`src/rtl/d2_ag_skid_buffer.sv`:
```
// Two-entry skid buffer between decode stage 2 and AG; one-cycle latency, no bypass, 1 bundle/cycle.
// Backpressure: LD_D2_OUT comes from registered state only; it drops when full or while a jump/exception is pending.
module d2_ag_skid_buffer #(
    parameter int PAYLOAD_W = 512
) (
    input  logic                 clk,
    input  logic                 reset,
    input  logic                 D2_V_IN,
    input  logic [PAYLOAD_W-1:0] D2_PAYLOAD_IN,
    input  logic                 D2_JMP_STALL_IN,
    input  logic                 D2_EXC_EN_V_IN,
    output logic                 LD_D2_OUT,
    output logic                 AG_V_OUT,
    output logic [PAYLOAD_W-1:0] AG_PAYLOAD_OUT,
    input  logic                 AG_READY_IN,
    input  logic                 JMP_RESOLVED_IN,
    input  logic                 FLUSH_IN,
    output logic [1:0]           OCC_OUT,
    output logic [1:0]           STATE_OUT
);

    typedef enum logic [1:0] {
        ST_RUN      = 2'b00,
        ST_JMP_WAIT = 2'b01,
        ST_EXC_WAIT = 2'b10
    } state_t;

    state_t               r_state;
    state_t               w_state_nxt;
    logic [PAYLOAD_W-1:0] r_slot [2];
    logic                 r_head;
    logic [1:0]           r_count;
    logic [1:0]           w_count_nxt;
    logic                 w_head_nxt;
    logic                 w_accept;
    logic                 w_pop;
    logic                 w_tail;

    assign LD_D2_OUT      = ~reset & (r_count != 2'd2) & (r_state == ST_RUN);
    assign AG_V_OUT       = (r_count != 2'd0);
    assign AG_PAYLOAD_OUT = r_slot[r_head];
    assign OCC_OUT        = r_count;
    assign STATE_OUT      = r_state;

    assign w_accept = D2_V_IN & LD_D2_OUT;
    assign w_pop    = AG_V_OUT & AG_READY_IN;
    // Tail is head when empty, the other slot when one entry is held; never written when full.
    assign w_tail   = r_head ^ r_count[0];

    always_comb begin
        w_state_nxt = r_state;
        w_count_nxt = r_count;
        w_head_nxt  = r_head;
        if (FLUSH_IN) begin
            w_state_nxt = ST_RUN;
            w_count_nxt = 2'd0;
        end else begin
            case ({w_accept, w_pop})
                2'b10: w_count_nxt = r_count + 2'd1;
                2'b01: begin
                    w_count_nxt = r_count - 2'd1;
                    w_head_nxt  = ~r_head;
                end
                2'b11: w_head_nxt = ~r_head;
                default: ;
            endcase

            case (r_state)
                ST_RUN: begin
                    // Exception wins over a jump carried by the same bundle.
                    if (w_accept && D2_EXC_EN_V_IN)
                        w_state_nxt = ST_EXC_WAIT;
                    else if (w_accept && D2_JMP_STALL_IN)
                        w_state_nxt = ST_JMP_WAIT;
                end
                ST_JMP_WAIT: begin
                    if (JMP_RESOLVED_IN)
                        w_state_nxt = ST_RUN;
                end
                ST_EXC_WAIT: ;
                default: w_state_nxt = ST_RUN;
            endcase
        end
    end

    always_ff @(posedge clk) begin
        if (reset) begin
            r_state <= ST_RUN;
            r_count <= 2'd0;
            r_head  <= 1'b0;
        end else begin
            r_state <= w_state_nxt;
            r_count <= w_count_nxt;
            r_head  <= w_head_nxt;
        end
    end

    always_ff @(posedge clk) begin
        if (reset) begin
            r_slot[0] <= '0;
            r_slot[1] <= '0;
        end else if (w_accept && !FLUSH_IN) begin
            r_slot[w_tail] <= D2_PAYLOAD_IN;
        end
    end

endmodule

```
`config.mk`:
```
export PLATFORM = sky130hd
export DESIGN_NAME = d2_ag_skid_buffer
export DESIGN_NICKNAME = d
export VERILOG_FILES = /design/src/rtl/d2_ag_skid_buffer.sv
export SDC_FILE = /design/constraint.sdc
export NUM_CORES = 1
export LEC_CHECK = 0
export ABC_AREA = 1
export CAP_MARGIN = 25
export CORE_AREA = 2 2 400 402
export DETAILED_ROUTE_END_ITERATION = 12
export DIE_AREA = 0 0 402 404
export HOLD_SLACK_MARGIN = 0.03
export MAX_ROUTING_LAYER = met4
export PLACE_DENSITY_LB_ADDON = 0.25
export SLEW_MARGIN = 20
export SYNTH_ARGS = -nofsm -noshare
export SYNTH_HDL_FRONTEND = slang
export SYNTH_SLANG_ARGS = --single-unit
export TNS_END_PERCENT = 5
```
`constraint.sdc`:
```
create_clock -name clk -period 17.8 [get_ports clk]
set_input_delay 3.56 -clock clk [delete_from_list [all_inputs] [get_ports clk]]
set_output_delay 3.56 -clock clk [all_outputs]
set_load 0.02 [all_outputs]
```
==> summary.md <==
| Metric | Value |
|---|---|
| Core Rows | `146` |
| Gpl congestion | `0.821` |
| Pre-Repair DR Iteration Count | `5` |
| Max Cap Viol | `0` |
| Hpwl dp | `86,000 um` |
| Crit-path max cell delay | `0.62 ns` |
| CTS Root Cell | `clkbuf_16` |
| Setup Viol. Count Final | `0` |
| Buffers on Ports | `1,037` |
| Area leader, netlist | `edfxtp_1` |
| CTS tree | `done` |
| FMAX | `0.119 GHz` |
| CTS H-tree depth | `3` |
| Initial antenna violation count | `26` |
| Final setup TNS | `0 ns` |
| Largest net degree at the start of global routing | `147` |
| Final hold violation count | `0` |
| Vias/cell | `4.23` |
| Placed Cells | `6,259` |
| RSZ-0062 raised after global routing | `no` |
| Critical path data required time | `14.24 ns` |
| Worst Path Max Fanout | `4` |
| Yosys top cell area share | `0.706` |
| Die Footprint | `0.162 mm2` |
| Post-synthesis sequential area ratio | `0.708` |
| Tcrit/Tclk final | `0.473` |
| Outcome | `finished clean` |
| Synthesis Warnings | `0` |
| Nets | `4,829` |
| DRC Markers | `0` |
| Worst-path clk slew | `0.06 ns` |
| IO Pins | `1,038` |
| Cts bufs inserted | `116` |
| Routed len/inst | `20.0 um` |
| # clock sinks | `1,030` |
| Final Non-Filler Cells | `6,494` |
| Share of layout cells above drive strength 1 | `0.160` |
| Slew Limit Headroom | `0.317` |
| Worst-path cell chain | `clkdlybuf4s50_1, nor2_4, clkdlybuf4s50_1` |
| Lkg Pwr | `23.9 nW` |
| Total core area | `0.158 mm2` |
| Setup CP Type | `primary input to output pin` |
| CP dominant cell by count | `clkdlybuf4s50_1` |
| Max Root-Sink Buffers | `3` |
| Cell Area, Placed | `0.0560 mm2` |
| Gr usage total | `0.159` |
| Top cells by area, synth | `edfxtp_1 (71%), mux2_2 (13%), nor2_1 (8.9%)` |
| Number of global-route vias before repair | `27,900` |
| CTS Hold Bufs | `0` |
| Finished Cell Area | `0.0596 mm2` |
| Post-Syn Area | `0.0436 mm2` |
| Initial Util | `0.276` |
| Post-cts resize count | `0` |
| Area of the multi-input gates | `0.00986 mm2` |
| Global-route wire length before repair | `185,000 um` |
| Seq cells post-synth | `1,030` |
| Die X | `402 um` |
| Max-slew violations | `0` |
| Clock Latency Late Sink | `0.73 ns` |
| Element type at the critical path end | `output pin` |
| Worst VDD drop | `80.1 uV` |
| Slowest cell on crit path | `clkdlybuf4s50_1` |
| Worst Path Buf+Inv | `2` |
| DR vias | `27,500` |
| Worst Clk Skew | `0.0463 ns` |
| Fillers | `15,400` |
| Total grt overflow | `0` |
| WP data arrival | `4.85 ns` |
| Synth Net Count | `3,813` |
| CP Launch Type | `primary input` |
| ANT nets after route | `0` |
| HP Class | `flop to flop` |
| Seq. cell area | `0.0309 mm2` |
| Tmin final | `8.41 ns` |
| Synth Area per Inst | `13.2 um2` |
| Die span in y | `404 um` |
| Routed wire length | `130,000 um` |
| Syn Inst Count | `3,291` |
| Layout area overhead | `36.8%` |
| Unique masters post-synth | `23` |
| DRT iter0 DRCs | `1,614` |
| Worst-Margin Slew | `1.03 ns` |
| Fin util | `0.378` |
| Setup bufs post-CTS | `0` |
| PD cells | `97.3 mW/mm2` |
| Crit-path leading delay family | `buffers and inverters` |
-- final timing paths --
path,start,endpoint,slack [ns],cells past startpoint
max,reset,LD_D2_OUT,9.39,3
min,r_head,flop,0.49,1
max reg2reg,OCC_OUT[0],r_slot[1][291],12.79,12
min reg2reg,r_head,flop,0.49,1
-- sequential cells by signal (all words and copies together), names as in the netlist, named ones only --
name       count
OCC_OUT        2
r_head         1
r_slot      1024
STATE_OUT      2
-- cell type report --
| cell class | count | share of cell area |
|---|---|---|
| Sequential cell | 1030 | 0.518 |
| Inverter | 519 | 0.0327 |
| Timing Repair Buffer | 1067 | 0.180 |
| Clock inverter | 60 | 0.00798 |
| Clock buffer | 153 | 0.0516 |
| Antenna cell | 20 | 0.000840 |
| Tap cell | 2072 | 0.0435 |
| Multi-Input combinational cell | 1573 | 0.165 |
-- through the flow --
stage | worst slack (ns) | hold slack [ns] | total power (W)
final | 9.39 | 0.488 | 0.00580
after CTS | 9.39 | 0.491 | 0.00588
after global routing | 9.33 | 0.517 | 0.00602
after floorplan | 1.57 | 0.455 | 0.00328
after detailed placement | 9.09 | 0.474 | 0.00361
after global placement | 9.12 | 0.477 | 0.00361
-- synth_stat cells --
cell type and number:
nand2_2 1, buf_6 10, a21oi_1 6, o21ai_0 5, edfxtp_1 1024, buf_1 4, dfxtp_1 6, xnor2_1 1
nor2_4 2, ha_1 2, inv_1 518, o21a_1 1, nand2_1 7, a21boi_0 1, inv_2 1, nand3_1 3
buf_4 17, nor2_1 1029, clkbuf_1 13, nand4_1 1, buf_2 125, nand2_4 2, mux2_2 512
-- where the power goes --
part	switching, W	internal [W]	leakage (nW)
sequential	0.0000280	0.00280	10.7
clock	0.000986	0.00126	1.73
combinational	0.000384	0.000336	11.4
total	0.00140	0.00440	23.9
-- cells in the final DEF, fill, tap and decap left out --
| cell type | Yosys | layout |
|---|---|---|
| a21oi_1 | 6 | 6 |
| nand2_2 | 1 | 1 |
| inv_6 | 0 | 4 |
| bufinv_16 | 0 | 3 |
| o21a_1 | 1 | 1 |
| clkinv_16 | 0 | 4 |
| clkbuf_16 | 0 | 117 |
| buf_12 | 0 | 8 |
| inv_8 | 0 | 1 |
| clkinv_2 | 0 | 20 |
| clkbuf_8 | 0 | 1 |
| nand2_4 | 2 | 2 |
| nand2_8 | 0 | 2 |
| clkbuf_1 | 13 | 35 |
| nand4_1 | 1 | 1 |
| nor2_4 | 2 | 2 |
| clkinv_4 | 0 | 2 |
| inv_2 | 1 | 1 |
| xnor2_1 | 1 | 1 |
| clkdlybuf4s50_1 | 0 | 1037 |
| nand3_1 | 3 | 3 |
| dfxtp_4 | 0 | 1 |
| buf_16 | 0 | 1 |
| nand2_1 | 7 | 5 |
| buf_4 | 17 | 21 |
| clkinvlp_4 | 0 | 1 |
| diode_2 | 0 | 20 |
| a21boi_0 | 1 | 1 |
| clkinv_1 | 0 | 25 |
| ha_1 | 2 | 2 |
| nor2_1 | 1029 | 1029 |
| o21ai_0 | 5 | 5 |
| edfxtp_1 | 1024 | 1024 |
| dfxtp_1 | 6 | 5 |
| inv_1 | 518 | 518 |
| mux2_2 | 512 | 512 |
-- metal layers --
metal / up-vias / GRT usage / wire length [um]
li1: 13000 / - / -
met3: 172 / 0.0595 / 11700
met2: 851 / 0.265 / 64600
met4: 0 / 0.0391 / 3000
met5: - / - / 0
met1: 13500 / 0.179 / 50800
-- cell families (layout without fill, tap and decap cells) --
family                     Yosys count  in the layout  synth area share
muxes                              512            512             0.132
DFF                               1030           1030             0.708
AOI/OAI and AO/OA                   13             13           0.00161
and+or+nand+nor                   1045           1045            0.0909
xor gates and xnor gates             1              1          0.000201
buffers and inverters              688           1799            0.0660
adders and majority gates            2              2          0.000574
other                                0             20                 0
(Power assumes the default switching activity.)
